`config.mk`:
```
export PLATFORM = sky130hd
export DESIGN_NAME = wifi_tx_mapper_multimode
export DESIGN_NICKNAME = d
export VERILOG_FILES = /design/src/rtl/wifi_tx_mapper_multimode.sv
export SDC_FILE = /design/constraint.sdc
export NUM_CORES = 1
export LEC_CHECK = 0
export BUFFER_PORTS_ARGS = -buffer_cell sky130_fd_sc_hd__buf_2
export CAP_MARGIN = 15
export CELL_PAD_IN_SITES_DETAIL_PLACEMENT = 2
export CELL_PAD_IN_SITES_GLOBAL_PLACEMENT = 2
export CORE_UTILIZATION = 32
export CTS_CLUSTER_SIZE = 12
export DETAILED_ROUTE_END_ITERATION = 8
export GPL_TIMING_DRIVEN = 0
export PLACE_DENSITY = 0.73
export SYNTH_ARGS = -nofsm -noshare
export SYNTH_HDL_FRONTEND = slang
export SYNTH_SLANG_ARGS = --single-unit
```
`constraint.sdc`:
```
create_clock -name clk -period 2.9 [get_ports clk]
set_input_delay 0.145 -clock clk [delete_from_list [all_inputs] [get_ports clk]]
set_output_delay 0.145 -clock clk [all_outputs]
set_load 0.005 [all_outputs]
```
`src/rtl/wifi_tx_mapper_multimode.sv`:
```
// Bit-serial BPSK/QPSK/16QAM/64QAM mapper with valid/ready output.
// Define WIFI_TX_MAPPER_SYM_CNT_EN to enable the delivered-symbol counter.
module wifi_tx_mapper_multimode #(
  parameter int DW        = 12,
  parameter int SYM_CNT_W = 16
) (
  input  logic                 clk,
  input  logic                 reset,
  input  logic [1:0]           mode,
  input  logic                 bit_valid,
  input  logic                 bit_in,
  output logic                 bit_ready,
  input  logic                 flush,
  output logic                 out_valid,
  input  logic                 out_ready,
  output logic [DW-1:0]        data_out_real,
  output logic [DW-1:0]        data_out_imag,
  output logic [SYM_CNT_W-1:0] sym_count
);

  localparam int SH = DW - 12;
  localparam logic [DW-1:0] A_M  = DW'(512 << SH);
  localparam logic [DW-1:0] Q_M  = DW'(362 << SH);
  localparam logic [DW-1:0] S1_M = DW'(162 << SH);
  localparam logic [DW-1:0] S3_M = DW'(486 << SH);
  localparam logic [DW-1:0] E1_M = DW'(79 << SH);
  localparam logic [DW-1:0] E3_M = DW'(237 << SH);
  localparam logic [DW-1:0] E5_M = DW'(395 << SH);
  localparam logic [DW-1:0] E7_M = DW'(553 << SH);

  logic [2:0]    count_q, count_d;
  logic [4:0]    sr_q, sr_d;
  logic [1:0]    mode_q;
  logic          valid_q;
  logic [DW-1:0] re_q, im_q;
  logic [DW-1:0] re_d, im_d;
  logic [1:0]    eff_mode;
  logic [2:0]    last;
  logic [5:0]    w;
  logic          accept, load, deliver, first;

  function automatic logic [DW-1:0] sgn(
    input logic pos, input logic [DW-1:0] m);
    return pos ? m : DW'(0) - m;
  endfunction

  // Gray-coded magnitude from the two low-order bits of a 64QAM axis
  function automatic logic [DW-1:0] mag64(input logic [1:0] b);
    logic [DW-1:0] m;
    unique case (b)
      2'b00:   m = E7_M;
      2'b01:   m = E5_M;
      2'b11:   m = E3_M;
      default: m = E1_M;
    endcase
    return m;
  endfunction

  assign bit_ready = !(valid_q && !out_ready);
  assign accept    = bit_valid && bit_ready;
  assign deliver   = valid_q && out_ready;
  assign first     = (count_q == 3'd0);
  assign eff_mode  = first ? mode : mode_q;
  assign w         = {sr_q, bit_in};
  assign load      = accept && !flush && (count_q == last);

  // Current bit is the newest sample, so b0 sits at w[N-1]
  always_comb begin
    last = 3'd0;
    re_d = '0;
    im_d = '0;
    unique case (eff_mode)
      2'b00: begin
        last = 3'd0;
        re_d = sgn(w[0], A_M);
      end
      2'b01: begin
        last = 3'd1;
        re_d = sgn(w[1], Q_M);
        im_d = sgn(w[0], Q_M);
      end
      2'b10: begin
        last = 3'd3;
        re_d = sgn(w[3], w[2] ? S1_M : S3_M);
        im_d = sgn(w[1], w[0] ? S1_M : S3_M);
      end
      default: begin
        last = 3'd5;
        re_d = sgn(w[5], mag64(w[4:3]));
        im_d = sgn(w[2], mag64(w[1:0]));
      end
    endcase
  end

  always_comb begin
    count_d = count_q;
    sr_d    = sr_q;
    if (flush) begin
      count_d = 3'd0;
      sr_d    = '0;
    end else if (accept) begin
      sr_d    = w[4:0];
      count_d = load ? 3'd0 : count_q + 3'd1;
    end
  end

  always_ff @(posedge clk or negedge reset) begin
    if (!reset) begin
      count_q <= 3'd0;
      sr_q    <= '0;
      mode_q  <= 2'b00;
      valid_q <= 1'b0;
      re_q    <= '0;
      im_q    <= '0;
    end else begin
      count_q <= count_d;
      sr_q    <= sr_d;
      if (accept && !flush && first)
        mode_q <= mode;
      if (load) begin
        valid_q <= 1'b1;
        re_q    <= re_d;
        im_q    <= im_d;
      end else if (deliver) begin
        valid_q <= 1'b0;
      end
    end
  end

  assign out_valid     = valid_q;
  assign data_out_real = re_q;
  assign data_out_imag = im_q;

`ifdef WIFI_TX_MAPPER_SYM_CNT_EN
  logic [SYM_CNT_W-1:0] cnt_q;

  always_ff @(posedge clk or negedge reset) begin
    if (!reset)
      cnt_q <= '0;
    else if (deliver)
      cnt_q <= cnt_q + 1'b1;
  end

  assign sym_count = cnt_q;
`else
  assign sym_count = '0;
`endif

endmodule

```
; ---- Word-level counts from Yosys, hierarchy flattened
; Index checks and enable logic that the tools add are counted.
[word_totals]
ff_bits = 35
output_inout_bits = 42
[classes]
mux = 24
n_reduce_logical = 16
addsub = 5
n_eq_ne = 7
[op_table]
columns = op, n
row1 = 12-bit two-way mux, 9
row2 = 12-bit case mux with 3 select lines, 2
row3 = 10-bit case mux with 3 select lines, 2
row4 = 1-bit by 12-bit subtractor with 12-bit output (first input constant), 2
row5 = 1-bit by 9-bit subtractor with 10-bit output (first input constant), 2
row6 = 9-bit two-way mux, 2
row7 = 5-bit two-way mux, 2
row8 = 3-bit two-way mux, 3
row9 = 3-bit case mux with 3 select lines, 1
row10 = 2-bit by 1-bit == test with 1-bit output (second input constant), 3
row11 = 2-bit == test (second input constant), 3
row12 = 1-bit logical AND, 6
row13 = 2-bit zero test, 3
row14 = 2-bit nonzero test, 2
row15 = 3-bit by 1-bit adder with 3-bit output (second input constant), 1
row16 = 3-bit == test, 1
row17 = 1-bit zero test, 3
row18 = 3-bit zero test, 1
row19 = 3-bit OR reduction, 1
row20 = 1-bit two-way mux, 2
row21 = 2-bit two-way mux, 1

; ---- Longest topological paths before layout
; Gate-level depths: netlist (run 1).
[logic_depth]
word_depth = 9
mapped_depth = 12
mapped_depth_nobuf = 10

; ---- Least setup slack after synthesis (run 1)
; Ideal clock, no wire load.
[synth_timing]
kind = flip-flop to flip-flop
startpoint = register count_q[0]
endpoint = register im_q[1], in the netlist data_out_imag[1]
period_less_slack_ns = 2.528
arrival_ns = 2.403
path_buffers = 2
path_slack_ns = 0.372
stages_incl_launch_ff = 13
t_required_ns = 2.775
cell_sequence = dfrtp_1 -> inv_1 -> ha_1 -> nand2b_1 -> mux2_2 -> inv_1 -> ha_1 -> buf_6 -> xnor2_1 -> nand3_2 -> nor3_4 -> buf_6 -> mux2_4
[synth_via]
elab_chain_cells = 6
word_cells_on_any_way = 9
[synth_lines]
columns = element, line_no
row1 = start: declaration, 31  ; logic [2:0] count_q, count_d;
row2 = start signal: assignment, 116  ; count_q <= count_d;
row3 = 3-bit zero test, 62  ; assign first = (count_q == 3'd0);
row4 = 2-bit two-way mux, 63  ; assign eff_mode = first ? mode : mode_q;
row5 = 2-bit == test (tied with other cells), 72  ; unique case (eff_mode)
row6 = 3-bit case mux with 3 select lines, 72
row7 = 3-bit == test, 65  ; assign load = accept && !flush && (count_q == last);
row8 = 1-bit logical AND, 65
row9 = end signal: assignment, 123  ; im_q <= im_d;
row10 = end: declaration, 35  ; logic [DW-1:0] re_q, im_q;
; Parallel ways exist; a longest one is shown, timed or not.
; A chain may end at the register's enable or synchronous reset.

; ---- Final worst setup path (run 1)
[layout_timing]
startpoint = register count_q[0]
endpoint = register re_q[2], in the netlist data_out_real[2]
[layout_via]
elab_chain_cells = 6
word_cells_on_any_way = 9
[layout_lines]
columns = element, line_no
row1 = 3-bit zero test, 62
row2 = 2-bit two-way mux, 63
row3 = 2-bit == test (tied with other cells), 72
row4 = 3-bit case mux with 3 select lines, 72
row5 = 3-bit == test, 65
row6 = 1-bit logical AND, 65
row7 = end signal: assignment, 122  ; re_q <= re_d;
row8 = end: declaration, 35
; Parallel ways exist; a longest one is shown, timed or not.

==> flow_summary.yaml, run 1 <==
synth:
  yosys.area.top_type_share_pct: 37.1
  syn-mean-instance-area_sq_um: 10.6
  yosys.area_share.xor_xnor_pct: 4.61
  ys.flop_type: "sky130_fd_sc_hd__dfrtp_1"
  syn-cell-area_sq_um: 2090
  synth_enable_flop_cells: 0
  synth.area.mux_share_pct: 16.8
  yosys-top-cells-area: "sky130_fd_sc_hd__dfrtp_1 37%, sky130_fd_sc_hd__mux2_4 14%, sky130_fd_sc_hd__ha_1 8.4%"
  post_synthesis_register_bit_count: 31
  ys_warn_count: 0
  synth-adder-area-share_pct: 8.39
  yosysTopAreaCell: "sky130_fd_sc_hd__dfrtp_1"
  ys_async_sr_fraction_pct: 100
  fraction_of_the_mapped_netlist_area_in_simple_logic_gates_pct: 9.23
  synth-seq-area-share_pct: 37.1
  postSynthCellCount: 197
  synth_top_family_by_area: "multiplexers"
  synth_cell_type_count: 36
  synth_compound_area_share_pct: 10.9
cells_and_area:
  layout_cells_excl_fill: 338
  drive_above_1_share_pct: 37.9
  area_growth_syn_to_layout_pct: 24.9
  layout.nets: 282
  layout.filler_cells: 698
  final_util_pct: 41.3
  diodes: 0
sta:
  layout_setup_ws_ns: 0.0774
  setup_tns_ns: 0
  max_slew_margin_pct: 51.6
  fin_worst_skew_ns: 0.00364
  finalHoldViolations: 0
  period_needed_ns: 2.82
  maxSlewViolCount: 0
  worst-slew-pin-transition_ns: 0.726
  fmax_ghz: 0.354
  finalSetupViolations: 0
  layout_worst_path_cycle_share_pct: 97.3
cts:
  cts_tree: "done"
  h-tree-depth: 2
  clk-insertion-delay-late_ns: 0.28
  clk_pin_slew_ns: 0.07
  root_buffer: "sky130_fd_sc_hd__clkbuf_8"
  clk_sinks: 31
  max-clock-path-buffers: 2
  number_of_cts_inserted_buffers: 5
detailed_routing:
  postRouteAntennaNets: 0
  route.detailed.vias_per_inst: 4.74
  detailedRoute.firstPassIterationCount: 4
  routed_wirelength_mm: 5.36
  post-route-drc-count: 0
  drt_iter0_markers: 53
  route.vias.total: 1602
  route.detailed.wl_per_inst_microns: 15.9
global_route:
  track_usage_pct: 16.3
  grt_antenna_before_repair: 0
  grt_overflow: 0
  grt_first_pass_wirelength_mm: 8.07
  first_global_vias: 1609
  grt_max_degree: 32
critical_path:
  timing.critical_path.arrival_ns: 2.99
  required_ns: 3.07
  setup.worst_path.end_class: "flip-flop"
  buffering_stage_count_on_the_worst_path_with_inverters_included: 5
  worstPathMaxFanout: 10
  path_delay_family: "multiplexers"
  critPathLaunchType: "flip-flop"
  critPathKind: "reg -> reg"
  max_stage_delay_cell_worst_path: "sky130_fd_sc_hd__dfrtp_2"
  critical-path-max-stage-delay_ns: 0.41
  critical_path.cell_chain: "inv_1 -> ha_1 -> nand2b_1 -> mux2_2 -> inv_1 -> ha_1 -> buf_6 -> xnor2_1 -> nand3_2 -> nor3_4 -> buf_12 -> buf_6 -> mux2_4"
place:
  routabilityCongestion: 0.737
  placedCellCount: 322
  detailed_place_hpwl_mm: 3.74
  port_buffers: 33
  pre_cts_ws_ns: 0.0248
floorplan:
  initial_utilization_pct: 33.1
  die_h_microns: 82.8
  std_cell_rows: 29
  fp.dieArea_sq_um: 6850
  placeableCoreArea_sq_um: 6310
  io_pins: 50
  die_x_microns: 82.8
pwr:
  powerDensity_nw_per_um2: 852
  p_leak_nw: 1.33
  ir_drop_uv: 330
  design_power_total_mw: 2.22
run_status:
  status: "finished clean"
worst_hold_path:
  hold_path.class: "in -> reg"
flow_run:
  max_cap_viol_count: 0
## routing by layer
layer / track usage, % / vias to the layer above / wire length (microns)
met5: 0 / - / 0
met4: 5.69 / 0 / 70
met3: 3.61 / 6 / 224
met2: 27.9 / 44 / 2670
met1: 20.0 / 796 / 2400
li1: - / 756 / -
## cell usage in the layout (no fill, tap or decap), types with 2 or more instances in the layout
cell                        n
sky130_fd_sc_hd__buf_2     36
sky130_fd_sc_hd__dfrtp_1   30
sky130_fd_sc_hd__buf_4     24
sky130_fd_sc_hd__mux2_4    19
sky130_fd_sc_hd__conb_1    16
sky130_fd_sc_hd__ha_1      14
sky130_fd_sc_hd__inv_1     12
sky130_fd_sc_hd__a21oi_1   12
sky130_fd_sc_hd__nand2_1   10
sky130_fd_sc_hd__nor2_1     8
sky130_fd_sc_hd__clkbuf_8   7
sky130_fd_sc_hd__xor2_1     6
sky130_fd_sc_hd__clkbuf_1   5
sky130_fd_sc_hd__xnor2_1    5
sky130_fd_sc_hd__a22o_1     5
sky130_fd_sc_hd__nor3_1     5
sky130_fd_sc_hd__nor2b_1    5
sky130_fd_sc_hd__mux2_2     4
sky130_fd_sc_hd__o21ai_0    4
sky130_fd_sc_hd__buf_6      3
sky130_fd_sc_hd__a211oi_1   3
sky130_fd_sc_hd__a221oi_1   3
sky130_fd_sc_hd__nand2b_1   2
sky130_fd_sc_hd__nand3_1    2
sky130_fd_sc_hd__mux2i_1    2
sky130_fd_sc_hd__o21a_1     2
sky130_fd_sc_hd__buf_1      2
## worst register-to-register path, cell delays in order, from the launching register on
cell and delay [ns]:
sky130_fd_sc_hd__dfrtp_2 0.41, sky130_fd_sc_hd__inv_1 0.06, sky130_fd_sc_hd__ha_1 0.18, sky130_fd_sc_hd__nand2b_1 0.13
sky130_fd_sc_hd__mux2_2 0.38, sky130_fd_sc_hd__inv_1 0.09, sky130_fd_sc_hd__ha_1 0.16, sky130_fd_sc_hd__buf_6 0.15
sky130_fd_sc_hd__xnor2_1 0.14, sky130_fd_sc_hd__nand3_2 0.18, sky130_fd_sc_hd__nor3_4 0.21, sky130_fd_sc_hd__buf_12 0.15
sky130_fd_sc_hd__buf_6 0.14, sky130_fd_sc_hd__mux2_4 0.31
## report_power, final
part	leakage (nW)	switching, mW	internal (mW)
sequential	0.395	0.0960	0.593
combinational	0.879	0.532	0.618
clock	0.0515	0.166	0.217
total	1.33	0.794	1.43
## layout make-up
| cell class | instances | area (sq um) | area share (%) |
|---|---|---|---|
| multi-input cells | 137 | 1100 | 42.3 |
| flip-flops and latches | 31 | 777 | 29.8 |
| repair buffers | 41 | 262 | 10.0 |
| plain buffers | 32 | 225 | 8.64 |
| clock buffers | 8 | 100 | 3.84 |
| well taps | 77 | 96.3 | 3.69 |
| inverters | 12 | 45.0 | 1.73 |
## path summary, 6_finish.rpt
path                                  from               end  slack (ns)  depth (start not counted)
worst max-delay path            count_q[0]  data_out_real[2]        0.08                         13
worst min-delay path               mode[0]         mode_q[0]        0.11                          2
worst max register to register  count_q[0]  data_out_real[2]        0.08                         13
worst min register to register   mode_q[0]         mode_q[0]        0.51                          1
max in group asynchronous            reset        count_q[0]        1.94                          2
min in group asynchronous            reset  data_out_real[5]        0.45                          2
## cell usage after synthesis, types with 2 or more instances
cell	n
sky130_fd_sc_hd__nor2_1	8
sky130_fd_sc_hd__buf_1	2
sky130_fd_sc_hd__buf_2	3
sky130_fd_sc_hd__a221oi_1	3
sky130_fd_sc_hd__nand3_1	2
sky130_fd_sc_hd__mux2_4	19
sky130_fd_sc_hd__dfrtp_1	31
sky130_fd_sc_hd__o21a_1	2
sky130_fd_sc_hd__buf_4	20
sky130_fd_sc_hd__a21oi_1	12
sky130_fd_sc_hd__xnor2_1	5
sky130_fd_sc_hd__a211oi_1	3
sky130_fd_sc_hd__nand2b_1	2
sky130_fd_sc_hd__nor3_1	5
sky130_fd_sc_hd__clkbuf_1	4
sky130_fd_sc_hd__o21ai_0	4
sky130_fd_sc_hd__a22o_1	5
sky130_fd_sc_hd__inv_1	12
sky130_fd_sc_hd__ha_1	14
sky130_fd_sc_hd__nor2b_1	5
sky130_fd_sc_hd__mux2i_1	2
sky130_fd_sc_hd__nand2_1	10
sky130_fd_sc_hd__mux2_2	4
sky130_fd_sc_hd__buf_6	3
sky130_fd_sc_hd__xor2_1	6
## what timing repair did
action	in CTS	in global routing
endpoints found under the setup margin	0	19
setup buffers	0	5
gates resized for setup	0	5
endpoints found under the hold margin	31	0
hold buffers	1	0
## registers in the layout, summed over array words and instances, names as in the netlist
name / flops
data_out_real: 11
data_out_imag: 9
sr_q: 5
count_q: 3
mode_q: 2
out_valid: 1
## logic make-up (layout without fill, tap and decap cells)
logic type | Yosys count | in the layout
AO/OA/AOI/OAI | 34 | 34
multiplexers | 25 | 25
buffers and inverters | 44 | 93
XOR/XNOR | 11 | 11
flip-flops | 31 | 31
AND/OR/NAND/NOR | 37 | 37
other | 1 | 16
adder cells (fa/ha/maj) | 14 | 14
## per-stage QoR
stage	instance area, sq um	hold slack, ns
floorplan	2140	-0.151
global placement	2410	0.238
detailed placement	2410	0.253
CTS	2520	0.0989
global route	2610	0.109
finish	2610	0.106
Note: power is estimated with default switching activity, not from simulation.
==> run 2, diff against run 1 <==
--- a/config.mk
+++ b/config.mk
@@ -9,11 +9,11 @@
 export CAP_MARGIN = 15
 export CELL_PAD_IN_SITES_DETAIL_PLACEMENT = 2
 export CELL_PAD_IN_SITES_GLOBAL_PLACEMENT = 2
-export CORE_UTILIZATION = 32
+export CORE_UTILIZATION = 34
 export CTS_CLUSTER_SIZE = 12
 export DETAILED_ROUTE_END_ITERATION = 8
 export GPL_TIMING_DRIVEN = 0
-export PLACE_DENSITY = 0.73
+export PLACE_DENSITY = 0.77
 export SYNTH_ARGS = -nofsm -noshare
 export SYNTH_HDL_FRONTEND = slang
 export SYNTH_SLANG_ARGS = --single-unit
==> constraint.sdc (replaced) <==
create_clock -name clk -period 2.9 [get_ports clk]
set_input_delay 0.145 -clock clk [delete_from_list [all_inputs] [get_ports clk]]
set_output_delay 0.145 -clock clk [all_outputs]
set_load 0.05 [all_outputs]
==> run 2 against run 1 <==
Clock power fell by 13%. Final area fell by 1.6%. Maximum frequency rose by 2.3%. Die area fell by 5.7%. Global-route usage rose by 0.74 points. Via count fell by 0.56%. Setup slack improved by 0.064 ns. Flip-flop and latch count did not move. Highest routed layer unchanged.
==> flow_summary.yaml, run 2 (synthesized netlist as in run 1, its figures left out) <==
critical_path:
  timing.critical_path.arrival_ns: 2.92
  worstPathMaxFanout: 10
  setup.worst_path.end_class: "flip-flop"
  critPathLaunchType: "flip-flop"
  critPathKind: "reg -> reg"
  required_ns: 3.07
run_status:
  status: "finished clean"
cells_and_area:
  area_growth_syn_to_layout_pct: 22.8
  diodes: 0
  most_frequent_cells_in_the_layout: "36 x sky130_fd_sc_hd__buf_2, 31 x sky130_fd_sc_hd__dfrtp_1, 28 x sky130_fd_sc_hd__buf_4"
  drive_above_1_share_pct: 37.8
  layout.nets: 283
  mostFrequentLayoutCell: "sky130_fd_sc_hd__buf_2"
  flip_flop_count_of_the_largest_register_all_copies_and_words_added: 11
  final_util_pct: 43.3
  finish.instance_area_sq_um: 2560
  layout_cells_excl_fill: 337
  layout.filler_cells: 651
floorplan:
  die_x_microns: 80.4
  std_cell_rows: 28
  initial_utilization_pct: 35.3
  placeableCoreArea_sq_um: 5920
  fp.dieArea_sq_um: 6460
  io_pins: 50
  die_h_microns: 80.4
global_route:
  grt_antenna_before_repair: 0
  grt_overflow: 0
  grt_max_degree: 32
  grt_first_pass_wirelength_mm: 8.18
  first_global_vias: 1662
  track_usage_pct: 17.0
cts:
  clk_sinks: 31
  clk_pin_slew_ns: 0.07
  cts_tree: "done"
  max-clock-path-buffers: 2
  root_buffer: "sky130_fd_sc_hd__clkbuf_8"
  h-tree-depth: 2
  number_of_cts_inserted_buffers: 5
  clk-insertion-delay-late_ns: 0.29
detailed_routing:
  detailedRoute.firstPassIterationCount: 3
  postRouteAntennaNets: 0
  routed_wirelength_mm: 5.20
  post-route-drc-count: 0
  route.detailed.wl_per_inst_microns: 15.4
  route.vias.total: 1593
  route.detailed.vias_per_inst: 4.73
  drt_iter0_markers: 39
sta:
  max_slew_margin_pct: 51.4
  fmax_ghz: 0.363
  grt_setup_unrepaired: "false"
  finalHoldViolations: 0
  fin_worst_skew_ns: 0.00709
  maxSlewViolCount: 0
  setup_tns_ns: 0
  period_needed_ns: 2.76
  layout_setup_ws_ns: 0.142
  worst-slew-pin-transition_ns: 0.729
  layout_worst_path_cycle_share_pct: 95.1
  finalSetupViolations: 0
place:
  routabilityCongestion: 0.740
  pre_cts_ws_ns: 0.00737
  detailed_place_hpwl_mm: 3.69
  port_buffers: 33
  placedCellCount: 320
  dpl-instance-area_sq_um: 2400
pwr:
  powerDensity_nw_per_um2: 1070
  ir_drop_uv: 475
  p_leak_nw: 1.32
flow_run:
  max_cap_viol_count: 0
worst_hold_path:
  hold_path.class: "in -> reg"
-- run 2: worst paths after layout --
kind	startpoint	to	slack (ns)	cells after the start
worst max-delay path	count_q[0]	data_out_imag[10]	0.14	12
max in group asynchronous	reset	data_out_imag[9]	1.98	2
min in group asynchronous	reset	data_out_real[9]	0.45	2
worst max register to register	count_q[0]	data_out_imag[10]	0.14	12
worst min-delay path	mode[0]	mode_q[0]	0.11	2
worst min register to register	data_out_real[6]	data_out_real[6]	0.51	1
-- run 2: worst max-delay path, cell delays in order, from the launching register on --
cell and delay [ns]:
sky130_fd_sc_hd__dfrtp_1 0.38, sky130_fd_sc_hd__inv_1 0.05, sky130_fd_sc_hd__ha_1 0.20, sky130_fd_sc_hd__nand2b_1 0.14, sky130_fd_sc_hd__mux2_2 0.39, sky130_fd_sc_hd__ha_1 0.20
sky130_fd_sc_hd__buf_6 0.14, sky130_fd_sc_hd__xnor2_1 0.18, sky130_fd_sc_hd__nand3_2 0.13, sky130_fd_sc_hd__nor3_4 0.20, sky130_fd_sc_hd__buf_6 0.14, sky130_fd_sc_hd__buf_4 0.16
sky130_fd_sc_hd__mux2_4 0.31
-- run 2: final cells by class --
class	instances	area, sq um	share of cell area (%)
multi-input combinational	137	1110	43.2
sequential	31	776	30.2
timing repair buffer	42	235	9.17
buffer	32	225	8.78
tap	75	93.8	3.66
clock buffer	7	76.3	2.98
inverter	12	45.0	1.76
clock inverter	1	5.00	0.195
-- run 2: routing by layer --
layer | routed length (microns) | vias to the layer above | global-route usage [%]
met5 | 0 | - | 0
met4 | 58 | 0 | 5.89
met3 | 185 | 4 | 3.75
met2 | 2580 | 38 | 29.6
met1 | 2370 | 791 | 20.5
li1 | - | 760 | -
-- run 2: metrics by stage --
step                hold WS [ns]  power [mW]
detailed placement         0.247        2.40
CTS                        0.106        2.76
global placement           0.247        2.34
finish                     0.115        2.75
floorplan                 -0.151        2.02
global route               0.111        2.93
-- run 2: power breakdown --
part           internal [mW]  switching (mW)  total, mW
clock                  0.168           0.165      0.334
sequential             0.592          0.0934      0.685
combinational          0.607            1.13       1.73
total                   1.37            1.39       2.75
-- run 2: what timing repair did --
item / CTS / global route
endpoints found under the hold margin: 31 / 0
pin swaps: 1 / 2
endpoints found under the setup margin: 13 / 19
cloned: 0 / 0
gates resized for setup: 0 / 4
hold buffers: 1 / 0
buffers inserted: 1 / 7
